### src/rtl/lif_tdm_array.sv
// lif_tdm_array: N leaky integrate-and-fire neurons sharing one update
// datapath. A round-robin scheduler visits one neuron per enabled cycle;
// membrane values live in a register file and all outputs are registered.
// Optional feature macro: LIF_REFRACTORY_EN (per-neuron refractory counters).
module lif_tdm_array #(
    parameter int WIDTH        = 8,
    parameter int N_NEURONS    = 4,
    parameter int DECAY_SHIFT  = 1,
    parameter int THRESH_RESET = 127,
    parameter int REFRAC       = 2
) (
    input  logic                         clk,
    input  logic                         rst_n,
    input  logic                         en,
    input  logic [WIDTH-1:0]             current,
    input  logic                         thresh_we,
    input  logic [WIDTH-1:0]             thresh_in,
    output logic [$clog2(N_NEURONS)-1:0] idx,
    output logic                         spike,
    output logic [$clog2(N_NEURONS)-1:0] spike_idx,
    output logic [WIDTH-1:0]             state_out,
    output logic [N_NEURONS-1:0]         spike_vec,
    output logic                         sweep_done
);
    localparam int IDXW = $clog2(N_NEURONS);
    localparam logic [IDXW-1:0] LAST_IDX = IDXW'(N_NEURONS - 1);

    logic [WIDTH-1:0]     r_state [N_NEURONS];
    logic [WIDTH-1:0]     r_thresh;
    logic [IDXW-1:0]      r_idx;
    logic [IDXW-1:0]      r_spikeIdx;
    logic                 r_spike;
    logic                 r_sweepDone;
    logic [WIDTH-1:0]     r_stateOut;
    logic [N_NEURONS-1:0] r_acc;
    logic [N_NEURONS-1:0] r_spikeVec;

    logic [WIDTH-1:0]     w_v;
    logic [WIDTH-1:0]     w_leak;
    logic [WIDTH:0]       w_sum;
    logic [WIDTH-1:0]     w_newState;
    logic                 w_refracActive;
    logic                 w_fire;
    logic [N_NEURONS-1:0] w_fireMask;

    // Out-of-range refractory or leak settings elaborate this marker scope,
    // which makes a bad parameterisation easy to find in the hierarchy.
    if (REFRAC < 0 || REFRAC > 15 || DECAY_SHIFT >= WIDTH) begin : g_illegalConfig
    end

`ifdef LIF_REFRACTORY_EN
    logic [3:0] r_refrac [N_NEURONS];
    assign w_refracActive = (r_refrac[r_idx] != 4'd0);
`else
    assign w_refracActive = 1'b0;
`endif

    assign w_v        = r_state[r_idx];
    assign w_leak     = w_v >> DECAY_SHIFT;
    assign w_sum      = {1'b0, current} + {1'b0, w_leak};
    assign w_fire     = !w_refracActive && (w_v >= r_thresh);
    assign w_fireMask = {{(N_NEURONS-1){1'b0}}, w_fire} << r_idx;

    // New membrane value: cleared on refractory or firing visits, otherwise
    // the leaked state plus input current, clamped at the all-ones maximum.
    always_comb begin
        w_newState = w_sum[WIDTH-1:0];
        if (w_refracActive || w_fire) begin
            w_newState = '0;
        end else if (w_sum[WIDTH]) begin
            w_newState = '1;
        end
    end

    // Threshold register loads whenever written, regardless of the scheduler.
    always_ff @(posedge clk or negedge rst_n) begin
        if (!rst_n) begin
            r_thresh <= WIDTH'(THRESH_RESET);
        end else if (thresh_we) begin
            r_thresh <= thresh_in;
        end
    end

    // Per-neuron membrane (and refractory) storage, written for the visited neuron.
    always_ff @(posedge clk or negedge rst_n) begin
        if (!rst_n) begin
            for (int i = 0; i < N_NEURONS; i++) begin
                r_state[i] <= '0;
`ifdef LIF_REFRACTORY_EN
                r_refrac[i] <= 4'd0;
`endif
            end
        end else if (en) begin
            r_state[r_idx] <= w_newState;
`ifdef LIF_REFRACTORY_EN
            if (w_refracActive) begin
                r_refrac[r_idx] <= r_refrac[r_idx] - 4'd1;
            end else if (w_fire) begin
                r_refrac[r_idx] <= 4'(REFRAC);
            end
`endif
        end
    end

    // Scheduler, visit outputs and sweep accumulator; pulses drop when idle.
    always_ff @(posedge clk or negedge rst_n) begin
        if (!rst_n) begin
            r_idx       <= '0;
            r_spike     <= 1'b0;
            r_spikeIdx  <= '0;
            r_stateOut  <= '0;
            r_acc       <= '0;
            r_spikeVec  <= '0;
            r_sweepDone <= 1'b0;
        end else if (en) begin
            r_spike    <= w_fire;
            r_spikeIdx <= r_idx;
            r_stateOut <= w_newState;
            if (r_idx == LAST_IDX) begin
                r_idx       <= '0;
                r_spikeVec  <= r_acc | w_fireMask;
                r_acc       <= '0;
                r_sweepDone <= 1'b1;
            end else begin
                r_idx       <= r_idx + 1'b1;
                r_acc       <= r_acc | w_fireMask;
                r_sweepDone <= 1'b0;
            end
        end else begin
            r_spike     <= 1'b0;
            r_sweepDone <= 1'b0;
        end
    end

    assign idx        = r_idx;
    assign spike      = r_spike;
    assign spike_idx  = r_spikeIdx;
    assign state_out  = r_stateOut;
    assign spike_vec  = r_spikeVec;
    assign sweep_done = r_sweepDone;

endmodule

### config.mk
export PLATFORM = sky130hd
export DESIGN_NAME = lif_tdm_array
export DESIGN_NICKNAME = d
export VERILOG_FILES = /design/src/rtl/lif_tdm_array.sv
export SDC_FILE = /design/constraint.sdc
export NUM_CORES = 1
export LEC_CHECK = 0
export CELL_PAD_IN_SITES_DETAIL_PLACEMENT = 1
export CELL_PAD_IN_SITES_GLOBAL_PLACEMENT = 1
export CORE_MARGIN = 1
export CORE_UTILIZATION = 45
export DETAILED_ROUTE_END_ITERATION = 8
export GPL_TIMING_DRIVEN = 0
export HOLD_SLACK_MARGIN = 0.03
export PLACE_DENSITY = 0.88
export RECOVER_POWER = 50
export SLEW_MARGIN = 0
export SYNTH_ARGS = -nofsm -noshare
export SYNTH_HDL_FRONTEND = slang
export SYNTH_SLANG_ARGS = --single-unit
### constraint.sdc
create_clock -name clk -period 3.2 [get_ports clk]
set_input_delay 0.64 -clock clk [delete_from_list [all_inputs] [get_ports clk]]
set_output_delay 0.64 -clock clk [all_outputs]
set_load 0.03 [all_outputs]
==> results of run 1 <==
[stage by stage]
step	util, %	cell area, sq um	TNS [ns]	worst slack, ns	std cells
floorplan	-	3180	0	0.196	257
global placement	53.9	3660	-25.14	-0.440	389
detailed placement	54.1	3670	-4.02	-0.171	390
CTS	57.6	3910	0	0.0133	408
global route	58.1	3950	0	0.0246	412
finish	58.1	3950	0	0.103	412
[synth_stat cells (3+ instances only)]
library cell  number
nand2b_1           4
dfrtp_1           55
a21o_1             6
a22o_1            13
a31oi_1            6
a21oi_1           12
ha_1              19
a31o_2             3
inv_1             12
mux2_1             3
mux2_2            24
nor2_1            16
nand2_1           17
mux4_2             8
dfstp_2            7
nor2b_1            4
clkbuf_1           5
o21ai_0           13
[report_power, final]
| part | leakage, nW | internal (mW) | switching (mW) |
|---|---|---|---|
| logic | 0.893 | 1.34 | 1.62 |
| clock network | 0.0976 | 0.400 | 0.323 |
| registers | 0.756 | 1.12 | 0.192 |
[sequential cells by signal, summed over array words and instances, names as in the netlist]
signal / count
r_thresh: 8
r_acc: 4
state_out: 8
spike_vec: 4
sweep_done: 1
idx: 2
spike: 1
r_state: 32
spike_idx: 2
[cell type report]
cell class | count | area [sq um]
well taps | 96 | 120
flip-flops and latches | 62 | 1560
clock inverters | 5 | 57.6
inverters | 14 | 52.6
fillers | 702 | 2850
multi-input cells | 172 | 1550
clock buffers | 11 | 151
plain buffers | 9 | 53.8
repair buffers | 43 | 404
[cell families (layout without fill, tap and decap cells)]
family | after synthesis | after routing
compound gates | 65 | 65
xor+xnor | 3 | 3
fa+ha+maj | 20 | 20
buf+inv | 23 | 82
flops | 62 | 62
mux | 37 | 37
simple gates | 47 | 47
[metal layers]
metal / vias to the layer above / GRT usage, % / part of all wire [%]
met1: 1156 / 27.1 / 43
met2: 43 / 38.1 / 52
li1: 1045 / - / -
met3: 12 / 5.87 / 3.5
met4: 0 / 10.3 / 1.7
met5: - / 0 / 0
[worst paths after layout]
| check | slack (ns) | startpoint | endpoint |
|---|---|---|---|
| setup reg to reg | 0.10 | idx[0]$_DFFE_PN0P_ | spike_vec[0]$_DFFE_PN0P_ |
| min in group asynchronous | 0.56 | rst_n | r_thresh[7]$_DFFE_PN0P_ |
| max in group asynchronous | 0.98 | rst_n | idx[1]$_DFFE_PN0P_ |
| setup / recovery | 0.10 | idx[0]$_DFFE_PN0P_ | spike_vec[0]$_DFFE_PN0P_ |
| hold / removal | 0.49 | r_state[14]$_DFFE_PN0P_ | r_state[14]$_DFFE_PN0P_ |
| hold reg to reg | 0.49 | r_state[14]$_DFFE_PN0P_ | r_state[14]$_DFFE_PN0P_ |
[what timing repair did]
action,CTS,global route
resized for setup,5,5
endpoints found under the setup margin,48,27
setup buffers,2,4
hold endpoints to repair,0,0
pin swaps,1,0
hold buffers,0,0
==> results.yml, run 1 <==
run_status:
  status: "finished clean"
global_route:
  grt_pass1_wl_um: 12400
  grt_overflow_total: 0
  grt.total_usage_pct: 22.6
  grt_pass1_vias: 2470
  antenna_found_initial: 0
  grt_max_degree: 40
final_layout:
  layout_commonest_cell: "dfrtp_1"
  drive_gt1_share_pct: 27.2
  layout.nets: 351
  antenna_cells: 0
  syn_to_final_growth_pct: 24.2
  final_cell_mix: "dfrtp_1, clkdlybuf4s50_1, mux2_2"
cts:
  clk_pin_slew_ns: 0.07
  cts_buffers: 9
  h-tree-depth: 3
  insertion_delay_ns: 0.35
  cts_root_buffer: "clkbuf_8"
  cts_tree: "yes"
  numClockSinks: 62
  clock_path_buffers: 2
synth:
  yosysSeqAreaShare_pct: 49.1
  syn-cell-area_sq_um: 3180
  syn_nets: 297
  synth_flop_cell: "dfrtp_1"
  yosysTopAreaCellShare_pct: 43.3
  synth_compound_gate_area_share_pct: 15.9
  synthCells: 257
  synth-simple-area-share_pct: 7.01
  synth.area.top_cells: "dfrtp_1, mux2_2, ha_1"
  yosysWarnings: 0
  syn_area_per_cell_sq_um: 12.4
  synth.distinct_cells: 42
  synth_adder_area_share_pct: 8.11
  synth_top_family_by_area: "compound AO/OA/AOI/OAI gates"
  synth-xor-area-share_pct: 0.826
  synth_area_leader_cell: "dfrtp_1"
  synth_edf_count: 0
  synth_seq_cells: 62
  synth_mux_area_share_pct: 15.9
  synthArstFlopShare_pct: 100
worst_setup_path:
  cp_top_family: "compound AO/OA/AOI/OAI gates"
  crit_cells: 10
  path_buf_inv: 3
  critPathCaptureType: "flip-flop"
  cp.required_ns: 3.42
  cp_slowest_cell: "mux4_2"
  critPathKind: "flip-flop to flip-flop"
  worstPathCellList: "buf_4 > mux4_2 > ha_1 > and3_1 > a221oi_2 > o31ai_4 > buf_4 > buf_6 > a31oi_1 > a21oi_1"
  crit_fanout: 10
  reg2reg_depth: 10
  critPathArrivalTime_ns: 3.32
  critical_path.max_stage_delay_ns: 0.58
  cp_common_cell: "buf_4"
  cp-start-kind: "flip-flop"
timing:
  fin_crit_sh_pct: 96.8
  hold_violations: 0
  final-setup-viol-count: 0
  max_freq_mhz: 323
  tightest_slew_ns: 1.31
  min_period_ns: 3.10
  whs_ns: 0.492
  rsz0062_at_grt: "no"
  max_slew_margin_pct: 12.7
  fin_skew_ns: 0.00894
  slew_viol_final: 0
routing:
  drc: 0
  final_antenna_net_count: 0
  firstDrtPassIters: 4
  post_drt_wl_per_cell_um: 18.4
  routed_via_density: 5.48
  wl_um: 7580
  vias: 2256
  drtIter0Drc: 78
floorplan:
  die_y_um: 86.1
  core-area_sq_um: 6790
  die_w_um: 86.1
  num_rows: 30
  initial_utilization_pct: 46.8
  die_area_sq_um: 7410
  ios: 38
placement:
  io_buffers: 36
  dpl.hpwl_um: 5310
  gp_congestion: 0.772
hold_path:
  min_path_type: "flip-flop to flip-flop"
  hold_depth: 1
power:
  irDropWorstVdd_mv: 0.658
  p_leak_nw: 1.75
  power_mw: 5.00
  power.density_nw_per_um2: 1270
flow_run:
  drv_cap: 0
Note: power is estimated with default switching activity, not from simulation.
==> run 2, diff against run 1 <==
--- a/config.mk
+++ b/config.mk
@@ -11,7 +11,7 @@
 export CORE_UTILIZATION = 45
 export DETAILED_ROUTE_END_ITERATION = 8
 export GPL_TIMING_DRIVEN = 0
-export HOLD_SLACK_MARGIN = 0.03
+export HOLD_SLACK_MARGIN = 0.15
 export PLACE_DENSITY = 0.88
 export RECOVER_POWER = 50
 export SLEW_MARGIN = 0
==> results of run 2 <==
The final DEF is identical to that of run 1; final timing and power are the same.
